`src/rtl/sub_pkg.sv`:
```
// Shared constants and FSM encoding for the bit-serial subtractor.
package sub_pkg;

    // Default operand/result width in bits.
    localparam int DEFAULT_WIDTH = 8;

    // Width of the bit counter for the default width.
    localparam int DEFAULT_CNT_W = $clog2(DEFAULT_WIDTH);

    // Control states: IDLE waits for start, RUN processes one bit per edge,
    // DONE presents the one-cycle completion pulse.
    typedef enum logic [1:0] {
        IDLE = 2'd0,
        RUN  = 2'd1,
        DONE = 2'd2
    } state_t;

endpackage : sub_pkg

```
`src/rtl/full_subtractor.sv`:
```
// One-bit full subtractor cell: d = a - b - bin, bout is the borrow out.
module full_subtractor (
    input  logic a,
    input  logic b,
    input  logic bin,
    output logic d,
    output logic bout
);

    // Difference bit and borrow out of a single bit position.
    always_comb begin
        d    = a ^ b ^ bin;
        bout = (~a & b) | (~(a ^ b) & bin);
    end

endmodule : full_subtractor

```
`src/rtl/serial_subtractor_8.sv`:
```
// Bit-serial subtractor: diff = x - y - borrow_in, LSB first, one bit per
// clock through a single full_subtractor cell.
//
// Handshake: start is a request that is accepted on a rising edge whenever
// the block is not busy (state IDLE or DONE); x, y and borrow_in are sampled
// on that same edge and may change afterwards. busy is high while bits are
// being processed and start is ignored then. done pulses for exactly one
// cycle when diff/borrow_out/overflow take their new values; those outputs
// hold until the next operation completes.
module serial_subtractor_8
    import sub_pkg::*;
#(
    parameter int WIDTH = DEFAULT_WIDTH
) (
    input  logic             clk,
    input  logic             rst_n,
    input  logic             start,
    input  logic [WIDTH-1:0] x,
    input  logic [WIDTH-1:0] y,
    input  logic             borrow_in,
    output logic             busy,
    output logic             done,
    output logic [WIDTH-1:0] diff,
    output logic             borrow_out,
    output logic             overflow,
    output state_t           dbg_state
);

    localparam int               CNT_W = $clog2(WIDTH);
    localparam logic [CNT_W-1:0] LAST  = CNT_W'(WIDTH - 1);

    // Control state and bit counter.
    state_t           r_state;
    state_t           w_next;
    logic [CNT_W-1:0] r_cnt;

    // Operand shift registers and running borrow.
    logic [WIDTH-1:0] r_x_sh;
    logic [WIDTH-1:0] r_y_sh;
    logic             r_borrow;

    // Low-order difference bits collected so far; the final bit comes
    // straight from the cell on the last edge.
    logic [WIDTH-2:0] r_acc;

    // Architecturally visible results.
    logic [WIDTH-1:0] r_diff;
    logic             r_borrow_out;
    logic             r_overflow;

    // Decoded control.
    logic w_accept;
    logic w_run;
    logic w_last;
    logic w_done;

    // Bit cell connections.
    logic w_a;
    logic w_b;
    logic w_d;
    logic w_bout;

    assign w_a = r_x_sh[0];
    assign w_b = r_y_sh[0];

    full_subtractor u_cell (
        .a   (w_a),
        .b   (w_b),
        .bin (r_borrow),
        .d   (w_d),
        .bout(w_bout)
    );

    // State register.
    always_ff @(posedge clk or negedge rst_n) begin
        if (!rst_n) begin
            r_state <= IDLE;
        end else begin
            r_state <= w_next;
        end
    end

    // Next-state and control decode; DONE accepts a new start just like IDLE.
    always_comb begin
        w_next   = r_state;
        w_accept = 1'b0;
        w_run    = 1'b0;
        w_last   = 1'b0;
        w_done   = 1'b0;
        case (r_state)
            IDLE: begin
                if (start) begin
                    w_accept = 1'b1;
                    w_next   = RUN;
                end
            end
            RUN: begin
                w_run = 1'b1;
                if (r_cnt == LAST) begin
                    w_last = 1'b1;
                    w_next = DONE;
                end
            end
            DONE: begin
                w_done = 1'b1;
                w_next = IDLE;
                if (start) begin
                    w_accept = 1'b1;
                    w_next   = RUN;
                end
            end
            default: begin
                w_next = IDLE;
            end
        endcase
    end

    // Operand load on accept, then shift right one bit per RUN edge.
    always_ff @(posedge clk or negedge rst_n) begin
        if (!rst_n) begin
            r_x_sh   <= '0;
            r_y_sh   <= '0;
            r_borrow <= 1'b0;
            r_acc    <= '0;
            r_cnt    <= '0;
        end else if (w_accept) begin
            r_x_sh   <= x;
            r_y_sh   <= y;
            r_borrow <= borrow_in;
            r_acc    <= '0;
            r_cnt    <= '0;
        end else if (w_run) begin
            r_x_sh   <= {1'b0, r_x_sh[WIDTH-1:1]};
            r_y_sh   <= {1'b0, r_y_sh[WIDTH-1:1]};
            r_borrow <= w_bout;
            r_acc    <= {w_d, r_acc[WIDTH-2:1]};
            r_cnt    <= r_cnt + CNT_W'(1);
        end
    end

    // Results change only on the final RUN edge, so no partial value leaks out.
    // At that edge the cell inputs are the original operand MSBs.
    always_ff @(posedge clk or negedge rst_n) begin
        if (!rst_n) begin
            r_diff       <= '0;
            r_borrow_out <= 1'b0;
            r_overflow   <= 1'b0;
        end else if (w_last) begin
            r_diff       <= {w_d, r_acc};
            r_borrow_out <= w_bout;
            r_overflow   <= (w_a ^ w_b) & (w_a ^ w_d);
        end
    end

    assign busy       = w_run;
    assign done       = w_done;
    assign diff       = r_diff;
    assign borrow_out = r_borrow_out;
    assign overflow   = r_overflow;
    assign dbg_state  = r_state;

endmodule : serial_subtractor_8

```
`config.mk`:
```
export PLATFORM = sky130hd
export DESIGN_NAME = serial_subtractor_8
export DESIGN_NICKNAME = d
export VERILOG_FILES = /design/src/rtl/sub_pkg.sv /design/src/rtl/full_subtractor.sv /design/src/rtl/serial_subtractor_8.sv
export SDC_FILE = /design/constraint.sdc
export NUM_CORES = 1
export LEC_CHECK = 0
export BUFFER_PORTS_ARGS = -buffer_cell sky130_fd_sc_hd__buf_2
export CORE_MARGIN = 2
export CORE_UTILIZATION = 40
export CTS_CLUSTER_SIZE = 10
export DETAILED_ROUTE_END_ITERATION = 8
export SLEW_MARGIN = 20
export SYNTH_ARGS = -nofsm -noshare
export SYNTH_HDL_FRONTEND = slang
export SYNTH_SLANG_ARGS = --single-unit
```
`constraint.sdc`:
```
create_clock -name clk -period 4.43 [get_ports clk]
set_clock_uncertainty 0.2 [all_clocks]
set_input_delay 0.2215 -clock clk [delete_from_list [all_inputs] [get_ports clk]]
set_output_delay 0.2215 -clock clk [all_outputs]
set_load 0.03 [all_outputs]
```
==> results.txt, run 1 <==
STA classifies the critical path startpoint as a flip-flop. The H-tree generated during clock tree synthesis spans 2 levels. In this run, synthesis inferred 0 flip-flops with an integrated enable.

The clock edge transition at the registers on the reported setup and hold paths is about 0.070 ns. The via count of the first global-routing pass came out at roughly 1100. The area of the core is 3970 sq um.

The placed wire-length estimate after detailed placement came out at approximately 2.0 mm. The synthesized netlist occupies a cell area of ~1600 sq um. The headroom to the max-slew limit came out at 0.292. At the pin with the least slew margin, the transition time is ~1.1 ns. After clock tree synthesis, the repair step resized 0 gates. STA classifies the critical path endpoint as a primary output. The total clock buffers created by CTS is 5.

The overall die width is just under 70 um. The internal power of the cells totals approximately 0.9 mW. The number of placement rows is 23. For the worst setup path, the data required time is roughly 4 ns. The area added between synthesis and finish came out at 22.2%.

The number of hold violations in the final report is 0. The achievable clock frequency came out at around 0.48 GHz. The total die area is approximately 4700 sq um. The CTS tree is yes. The combinational fraction of design power came out at 0.443. Setup violations remaining at the end of the flow were counted as 0.

The largest net degree at the start of global routing came out at 40. The number of nets produced by synthesis is roughly 150. The max-slew violation count was 0.

The total overflow left after global routing is 0. The die boundary height is between 60 and 70 um. Leaving out filler cells and counting taps, the final layout contains between 200 and 250. The clock period minus worst slack came out at 2.07 ns. For this design the ratio of total power to cell area is around 740 nW/um^2. The flop and latch count out of synthesis came out at 39. The vias after detailed routing came out at between 1000 and 1500. In this run the tool buffered the top-level ports with 33 buffer cells.

After routing the design area is about 2000 sq um. The average cell area after synthesis is about 13 sq um. The clock drives 39 sinks. The top fanout value on the critical path is 22.

The number of ports placed on the die boundary came out at 34. The via count normalized by instance count came out at 5.06. Yosys instantiated no cell more often than sky130_fd_sc_hd__dfrtp_1. By area the synthesized netlist is led by sky130_fd_sc_hd__dfrtp_1 (59%), sky130_fd_sc_hd__a22o_1 (9.0%), sky130_fd_sc_hd__mux2_2 (6.1%). The first-iteration detailed-routing DRC count came out at 64. In the synthesized netlist, the number of instances is 123.

The final weighted congestion in routability-driven placement came out at ~0.67. The cell type with the highest aggregate area in the netlist is sky130_fd_sc_hd__dfrtp_1. The cell area after placement is between 1500 and 2000 sq um. The starting density of the core is 0.415. The tree is rooted in a sky130_fd_sc_hd__clkbuf_8. In the routed design, unresolved DRC markers number 0. Setup repair after global routing left no endpoint under its margin. Of all flip-flops after synthesis, the portion carrying an async set or reset was 1.00.

The min-delay analysis places its worst path in the category input pin to flip-flop. The number of iterations in the first detailed-routing pass is 4. The analysis attributes to net switching a power of roughly 0.57 mW. The count of nets left with antenna violations after detail routing came out at 0. 0 antenna diodes ended up in the layout.

The final layout contains routed wiring with a total length of 2.94 mm. The share of synthesized area in the top cell type comes to 0.592. The global-route wire length before repair came out at roughly 5 mm. The number of nets in the final layout is about 190. The average detailed-routed wire length per instance came out at about 14 um. The worst-case setup margin in the final layout came out at around 2.4 ns. Of the total power, the share spent switching nets is 0.385. Of the total power, the clock network draws 0.144. The critical path start-end classification is flip-flop to primary output. The worst ir drop on vdd is roughly 0.27 mV. The leakage power summed over all cells came out at 1.01 nW. The commonest cells after synthesis are sky130_fd_sc_hd__dfrtp_1 (39), sky130_fd_sc_hd__a22o_1 (17), sky130_fd_sc_hd__mux2_2 (9). The placed cell count is 198. The initial antenna violation count is 0. Among all flip-flop cells after synthesis, the most frequent one is sky130_fd_sc_hd__dfrtp_1. The tool flagged a number of max-cap violations equal to 0. The synthesized netlist contains 24 unique library cells. Adding up every negative setup slack in the final design gives 0 ns. The share of the Yosys chip area taken by registers is 0.592.

The number of buffers on the longest clock path is 2. The sequential share of power is 0.413. The arrival time at the worst endpoint came out at 1.65 ns. The global-route usage over all layers is 0.149.

The flow ran to the end, and the final reports show no timing, DRC or antenna violations. Of the available clock period, the critical path in the final layout requires 0.467. The total power after layout came out at 1.49 mW. The number of synthesis warnings came out at 0. OpenSTA, run right after detailed placement, puts the worst setup slack at 2.40 ns. The number of buffers inserted to repair setup after CTS came out at 0. The source-to-sink clock delay at the later pin of the worst-skew pair is 0.28 ns. The share of final-layout standard cells stronger than drive strength 1 is 0.301.
-- per-layer routing --
metal	track usage	routed length, um	share of wire	vias up
met5	0	0	0	-
met1	0.170	1290	0.44	525
met3	0.0395	130	0.044	7
met4	0.0750	59	0.020	0
li1	-	-	-	530
met2	0.256	1460	0.50	30
-- worst max-delay path, stage by stage, from the launching register on --
cell	delay [ns]
sky130_fd_sc_hd__dfrtp_1	0.40
sky130_fd_sc_hd__nand2b_1	0.41
sky130_fd_sc_hd__inv_6	0.31
sky130_fd_sc_hd__buf_2	0.24
-- cell families after synthesis --
group	share of synthesized area
flops	0.592
buf+inv	0.0493
compound gates	0.166
fa+ha+maj	0.0349
simple gates	0.0546
mux	0.0979
xor+xnor	0.00531
-- per-stage QoR --
| step | util | hold WS, ns |
|---|---|---|
| 6_report | 0.507 | 0.0290 |
| 5_1_grt | 0.507 | 0.0275 |
| 4_1_cts | 0.507 | 0.0231 |
| 3_5_place_dp | 0.459 | 0.182 |
| 3_3_place_gp | 0.459 | 0.171 |
| 2_1_floorplan | - | -0.274 |
-- cell usage in the layout (no fill, tap or decap), drive strengths merged --
cell and instances:
a21o 6, a221o 3, a22o 17, buf 33, clkbuf 6, dfrtp 39, dlygate4sd3 12, fa 1
ha 3, inv 5, mux2 9, mux2i 6, nand2 8, nand2b 1, nand3b 1, nor2 2
nor2b 2, nor3 2, o21ai 7, o21bai 1, o31ai 1, xnor2 1
-- state kept, by name, indices dropped and copies added (netlist names) --
name / flops
overflow: 1
r_cnt: 3
dbg_state: 2
r_acc: 7
r_borrow: 1
borrow_out: 1
r_x_sh: 8
r_y_sh: 8
diff: 8
-- power groups by stage --
stage	clock network (mW)	registers (mW)	logic, mW
finish	0.215	0.615	0.661
global route	0.244	0.637	0.731
CTS	0.223	0.618	0.670
detailed placement	0	0.624	0.660
global placement	0	0.615	0.644
floorplan	0	0.696	0.456
-- final timing paths --
kind | from | to | slack, ns | depth (start not counted)
worst min-delay path | y[1] | r_y_sh[1] | 0.03 | 3
worst max-delay path | dbg_state[1] | busy | 2.36 | 3
worst max register to register | dbg_state[0] | r_borrow | 2.38 | 3
max in group asynchronous | rst_n | r_y_sh[3] | 3.13 | 2
min in group asynchronous | rst_n | diff[0] | 0.37 | 2
worst min register to register | borrow_out | borrow_out | 0.28 | 2
-- what timing repair did --
item / CTS / global route
endpoints found under the hold margin: 50 / 0
hold buffers: 12 / 0
setup endpoints to repair: 0 / 0
-- final cells by class --
class                      instances  area (sq um)
multi-input combinational         71           594
timing repair buffer              45           285
clock buffer                       6          72.6
inverter                           5          23.8
fill                             375          1960
sequential                        39           976
tap                               50          62.6
Power figures use the tool's default switching activity.
==> run 2: changes to the inputs <==
==> constraint.sdc (replaced) <==
create_clock -name clk -period 1.8 [get_ports clk]
set_clock_uncertainty 0.2 [all_clocks]
set_input_delay 0.09 -clock clk [delete_from_list [all_inputs] [get_ports clk]]
set_output_delay 0.09 -clock clk [all_outputs]
set_load 0.03 [all_outputs]
==> results.txt, run 2 (same netlist as run 1, synthesis figures left out) <==
The flow ran to the end, and the final reports show no timing, DRC or antenna violations. Setup violations remaining at the end of the flow were counted as 0. The die covers between 4000 and 5000 sq um.

Dividing total power by cell area gives a power density of between 1500 and 2000 nW/um^2. The area taken by multi-input logic gates came out at roughly 590 sq um. The number of max-capacitance violations reported is 0. The via count of the first global-routing pass is roughly 1200. The initial antenna violation count is 0. Clock-pin slew was measured on the worst setup and hold paths at around 0.070 ns. The portion of total power attributed to the clock network is 0.163. The cell sitting at the root of the clock tree is a sky130_fd_sc_hd__clkbuf_8. Summing over every cut layer, the via total after detailed routing is about 1200. The starting density of the core came out at 0.415. The proportion of total power due to net switching is 0.379. Entering global routing, the biggest net connects 40 pins. The number of hold violations in the final report is 0. TritonCTS built the clock tree. STA classifies the critical path endpoint as a flip-flop.

The top fanout value on the critical path is 13. The area added between synthesis and finish is 29.7%. For the worst-skew pair, the clock arrives at the later sink with an insertion delay of about 0.28 ns. The max-slew violation count is 0. Of the cells placed in the final design, the portion with a size suffix greater than 1 is 0.318.

The sequential share of power is 0.396. The routed wire length on met3 is between 150 and 200 um. In the routed design, unresolved DRC markers number 0. The overall die width is 68.2 um.

The detailed router put a total of between 1 and 1.5 mm of wire on met1. The combinational fraction of design power came out at 0.441. The number of inserted diodes came out at 0. The depth of the worst hold-timing path is 3. In the final design database the tool counted a little over 200 nets. The number of ports placed on the die boundary came out at 34. The number of placement rows came out at 23. Before antenna repair, the detailed router went through 4 iterations. The average detailed-routed wire length per instance is ~14 um.

The number of buffers on the longest clock path came out at 2. The highest routing layer actually used is met4. The count of nets left with antenna violations after detail routing is 0. The number of cells traversed by the worst register-to-register path is 5. The worst-case IR drop observed on VDD is 0.736 mV. The total clock buffers created by CTS is 5. The first-iteration detailed-routing DRC count came out at 55. The via count normalized by instance count came out at between 5 and 6.

For this run, the total global-route usage over all layers was measured as 0.159. The worst setup path is of the flip-flop to flip-flop kind. The met2 wire length came out at ~1.6 mm. The total congestion overflow after global routing is 0. The minimum hold slack is ~0.11 ns. Dividing the final minimum period by the clock period gives 0.958. Cell internal power was estimated by the tool at around 2.4 mW. The library cell used most frequently in the layout, excluding fill and tap cells, is sky130_fd_sc_hd__dfrtp_1.

The reported net switching power came out at between 1 and 1.5 mW. The H-tree generated during clock tree synthesis spans 2 levels. The first global-routing pass estimated approximately 5.4 mm of wire. The sequential cells in the finished layout cover a total of a little under 1000 sq um. The tightest min-delay check is of the input pin to flip-flop type.

Setup repair after global routing left no endpoint under its margin. The post-CTS resize count came out at 0. Leaving out fill and tap cells, the most frequent cells in the layout are sky130_fd_sc_hd__dfrtp_1 (39), sky130_fd_sc_hd__buf_2 (33), sky130_fd_sc_hd__dlygate4sd3_1 (18), sky130_fd_sc_hd__a22o_1 (17), sky130_fd_sc_hd__mux2_2 (9).

At the end of routability-driven placement, the weighted congestion stood at roughly 0.72. For the worst setup path, the data required time is between 1.5 and 2 ns. The arrival time at the worst endpoint is 1.69 ns. The worst path in the final design needs a cycle of ~1.7 ns, including I/O delays and setup. The achievable clock frequency came out at around 0.58 GHz. The placed wire-length estimate after detailed placement came out at 2.10 mm.

The worst setup path is launched from a flip-flop. Counting the fill cells in the layout gives between 300 and 400. After routing, the total negative slack on setup checks comes to 0 ns. The leakage power summed over all cells is between 1 and 1.5 nW. The total power after layout came out at between 3 and 4 mW. The number of sinks driven by the clock tree came out at 39. The die boundary height came out at around 70 um. The total routed wirelength is approximately 3.1 mm. The total area inside the core boundary comes to around 4000 sq um.

In this run the tightest slew margin relative to its limit is 0.682. In this run the tool buffered the top-level ports with 33 buffer cells. The actual transition at the worst max-transition pin is 0.477 ns.
[run 2: final cells by class]
cell class | count | share of cell area
Inverter | 5 | 0.0111
Clock buffer | 8 | 0.0468
Multi-Input combinational cell | 71 | 0.278
Timing Repair Buffer | 56 | 0.179
Tap cell | 50 | 0.0292
Sequential cell | 39 | 0.456
[run 2: worst paths after layout]
path                                endpoint  slack [ns]  startpoint
worst max-delay path                 diff[3]        0.08    r_cnt[0]
worst min-delay path            dbg_state[0]        0.11       start
worst max register to register       diff[3]        0.08    r_cnt[0]
worst min register to register     r_y_sh[3]        0.28   r_y_sh[3]
max in group asynchronous          r_x_sh[7]        0.89       rst_n
min in group asynchronous            diff[0]        0.18       rst_n
[run 2: routing by layer]
metal	vias up	track usage
met5	-	0
met1	568	0.178
met4	0	0.0775
li1	550	-
met3	7	0.0395
met2	32	0.282
[run 2: timing repair]
action                    in CTS  in global routing
hold endpoints to repair      56                  0
hold buffers                  18                  0
setup buffers                  0                  0
[run 2: power by group through the flow]
stage / Combinational [mW] / Sequential, mW / Clock (mW)
after floorplan: 1.12 / 1.71 / 0
after global placement: 1.64 / 1.52 / 0
after detailed placement: 1.68 / 1.54 / 0
after CTS: 1.72 / 1.53 / 0.643
after global routing: 1.87 / 1.58 / 0.689
final: 1.70 / 1.52 / 0.626
[run 2: metrics by stage]
step | instance area (sq um) | setup WS [ns] | utilization | instances
2_1_floorplan | 1650 | 0.0457 | - | 123
3_3_place_gp | 1860 | 0.114 | 0.468 | 203
3_5_place_dp | 1860 | 0.0725 | 0.468 | 203
4_1_cts | 2140 | 0.0671 | 0.539 | 229
5_1_grt | 2140 | 0.00722 | 0.539 | 229
6_report | 2140 | 0.0762 | 0.539 | 229
[run 2: critical path, cell delays in order, from the launching register on]
cell and delay [ns]:
sky130_fd_sc_hd__dfrtp_1 0.39, sky130_fd_sc_hd__ha_1 0.20, sky130_fd_sc_hd__ha_1 0.19, sky130_fd_sc_hd__nand3b_1 0.08, sky130_fd_sc_hd__buf_4 0.20, sky130_fd_sc_hd__mux2_2 0.36
==> run 3: changes to the inputs <==
--- a/config.mk
+++ b/config.mk
@@ -7,9 +7,10 @@
 export LEC_CHECK = 0
 export BUFFER_PORTS_ARGS = -buffer_cell sky130_fd_sc_hd__buf_2
 export CORE_MARGIN = 2
-export CORE_UTILIZATION = 40
+export CORE_UTILIZATION = 48
 export CTS_CLUSTER_SIZE = 10
 export DETAILED_ROUTE_END_ITERATION = 8
+export PLACE_DENSITY = 0.74
 export SLEW_MARGIN = 20
 export SYNTH_ARGS = -nofsm -noshare
 export SYNTH_HDL_FRONTEND = slang
==> results.txt, run 3 (same netlist as run 1, synthesis figures left out) <==
The total congestion overflow after global routing is 0. The vias after detailed routing is roughly 1100. The area added between synthesis and finish came out at 29.7%.

The count of nets left with antenna violations after detail routing is 0. The routed design has roughly 3.2 mm of wire. The number of fillers in the final layout is 279. The leakage power summed over all cells came out at between 1 and 1.5 nW. At the worst endpoint, the arrival time is 1.44 ns.

The share of the core filled with cells in the final layout came out at 0.646. The achievable clock frequency came out at 0.579 GHz. The final-layout setup total negative slack is 0 ns. The number of hold violations in the final report came to 0.

The type of origin of the critical path is a flip-flop. The count of buffers from port buffering came out at 33. The setup-violating endpoint count in the final report came out at 0. The initial utilization of the core area, before any placement, comes to 0.498.

The number of ports placed on the die boundary came out at 34. The overall die width is 62.6 um. TritonCTS built the clock tree. The via count of the first global-routing pass was between 1000 and 1500. The DRC violation count after routing came out at 0. The top cell types in the final layout, fill and taps aside, are sky130_fd_sc_hd__dfrtp_1 (39), sky130_fd_sc_hd__buf_2 (33), sky130_fd_sc_hd__dlygate4sd3_1 (18), sky130_fd_sc_hd__a22o_1 (17), sky130_fd_sc_hd__mux2_2 (9). The run finished with clean final reports. The clock edge transition at the registers on the reported setup and hold paths is between 0.1 and 0.15 ns. The proportion of total power due to net switching is 0.382. At the pin with the least slew margin, the transition time is roughly 0.48 ns. The buffer and inverter count on the worst path is 2.

For this run, the post-layout net count is 204. The fraction of the cycle the final worst path needs came out at 0.960. The worst ir drop on vdd is 0.795 mV. The commonest non-fill, non-tap cell in the layout is sky130_fd_sc_hd__dfrtp_1. The critical path goes through nand2b_1 > inv_6 > buf_2. The internal power came out at 2.39 mW. The top fanout value on the critical path is 22. Dividing total power by cell area gives a power density of between 1500 and 2000 nW/um^2. Using the TritonRoute via totals, the vias-per-cell ratio works out to 5.04. Measured along the y axis, the die boundary spans 62.6 um. The clock period minus worst slack is around 1.7 ns. The number of cells on the worst reg-to-reg path is 5. The kind of cell with the highest combined delay along the critical path is buffers and inverters. The first global-routing pass estimated 5.40 mm of wire. The average detailed-routed wire length per instance came out at around 14 um.

The total die area is 3920 sq um. For the worst-skew pair, the clock arrives at the later sink with an insertion delay of approximately 0.35 ns. The placed cell count came out at 200. The final weighted congestion in routability-driven placement is ~0.72. The number of inserted diodes is 0. Setup repair after global routing left no endpoint under its margin. Counting buffers and inverters, the worst setup path is 3 cells deep.

The reported net switching power is between 1 and 1.5 mW. Of the total power, combinational logic draws 0.451. Buffers inserted during clock tree synthesis total 5. The maximum single-stage delay on the critical path came out at approximately 0.43 ns.

The sequential share of power came out at 0.393. The global-route usage over all layers is 0.178. The number of buffers on the longest clock path came out at 2. The critical path start-end classification is flip-flop to primary output. The depth of the worst hold-timing path came out at 4. The worst-case setup margin in the final layout came out at between 0.07 and 0.08 ns.

The number of placement rows is 21. The worst setup timing slack at the placement stage came out at 0.0668 ns. The share of final-layout standard cells stronger than drive strength 1 came out at 0.331. The first-iteration detailed-routing DRC count is 54. The placed wire-length estimate after detailed placement is approximately 2.1 mm. The max-slew violation count came to 0.

The path class of the tightest hold or removal check is input pin to flip-flop. The clock drives 39 sinks. For this design, the slowest cell found on the critical path is sky130_fd_sc_hd__dfrtp_1. Before antenna repair, the detailed router went through 4 iterations. Headroom to the max-slew limit came out at 0.682. The number of levels in the clock H-tree is 2. The category of the worst setup path capture point is a primary output. The largest net degree at the start of global routing is 40. The area of the core is ~3300 sq um. The post-route non-filler standard cell count came out at about 230. The library cell used as clock root buffer is sky130_fd_sc_hd__clkbuf_4. STA puts the critical path data required time at 1.51 ns. The number of max-capacitance violations reported is 0. Of the total power, the clock network draws 0.156. The initial antenna violation count came out at 0.
## run 3: worst reg2reg max path, stage by stage, from the launching register on
cell	delay, ns
sky130_fd_sc_hd__dfrtp_1	0.40
sky130_fd_sc_hd__ha_1	0.20
sky130_fd_sc_hd__ha_1	0.19
sky130_fd_sc_hd__nand3b_1	0.12
sky130_fd_sc_hd__buf_6	0.15
sky130_fd_sc_hd__mux2_2	0.34
## run 3: stage by stage
stage / cell area, sq um / total power [mW] / hold WS, ns
floorplan: 1650 / 2.84 / -0.406
global placement: 1860 / 3.15 / -0.0407
detailed placement: 1860 / 3.24 / -0.0336
CTS: 2130 / 3.89 / 0.0728
global route: 2140 / 4.14 / 0.127
finish: 2140 / 3.87 / 0.0871
## run 3: power by group through the flow
stage | Sequential [mW] | Combinational, mW | Clock, mW
after floorplan | 1.71 | 1.12 | 0
after global placement | 1.52 | 1.64 | 0
after detailed placement | 1.54 | 1.70 | 0
after CTS | 1.52 | 1.74 | 0.625
after global routing | 1.57 | 1.90 | 0.671
final | 1.52 | 1.74 | 0.603
## run 3: worst paths after layout
| check | start | end | slack [ns] |
|---|---|---|---|
| max | dbg_state[1] | busy | 0.07 |
| min | start | r_y_sh[6] | 0.09 |
| max reg2reg | r_cnt[0] | diff[7] | 0.09 |
| min reg2reg | r_y_sh[1] | r_y_sh[1] | 0.29 |
| max in group asynchronous | rst_n | r_x_sh[5] | 0.95 |
| min in group asynchronous | rst_n | r_x_sh[1] | 0.11 |
## run 3: area by class of cell
type | count | area [sq um] | share of cell area
multi-input combinational | 71 | 594 | 0.278
sequential | 39 | 976 | 0.456
timing repair buffer | 58 | 402 | 0.188
inverter | 5 | 23.8 | 0.0111
clock inverter | 2 | 35.0 | 0.0164
clock buffer | 6 | 51.3 | 0.0240
tap | 46 | 57.6 | 0.0269
## run 3: repair_timing
| item | 4_1_cts | 5_1_grt |
|---|---|---|
| buffers inserted | 0 | 1 |
| endpoints found under the hold margin | 56 | 0 |
| setup endpoints to repair | 0 | 5 |
| hold buffers | 18 | 0 |
| gates resized for setup | 0 | 1 |
## run 3: metal layers
layer | GRT usage | routed length [um] | part of all wire | vias up
met5 | 0 | 0 | 0 | -
met4 | 0.0583 | 28 | 0.0087 | 0
met3 | 0.0541 | 133 | 0.042 | 2
met2 | 0.313 | 1620 | 0.51 | 28
met1 | 0.208 | 1420 | 0.44 | 559
li1 | - | - | - | 556
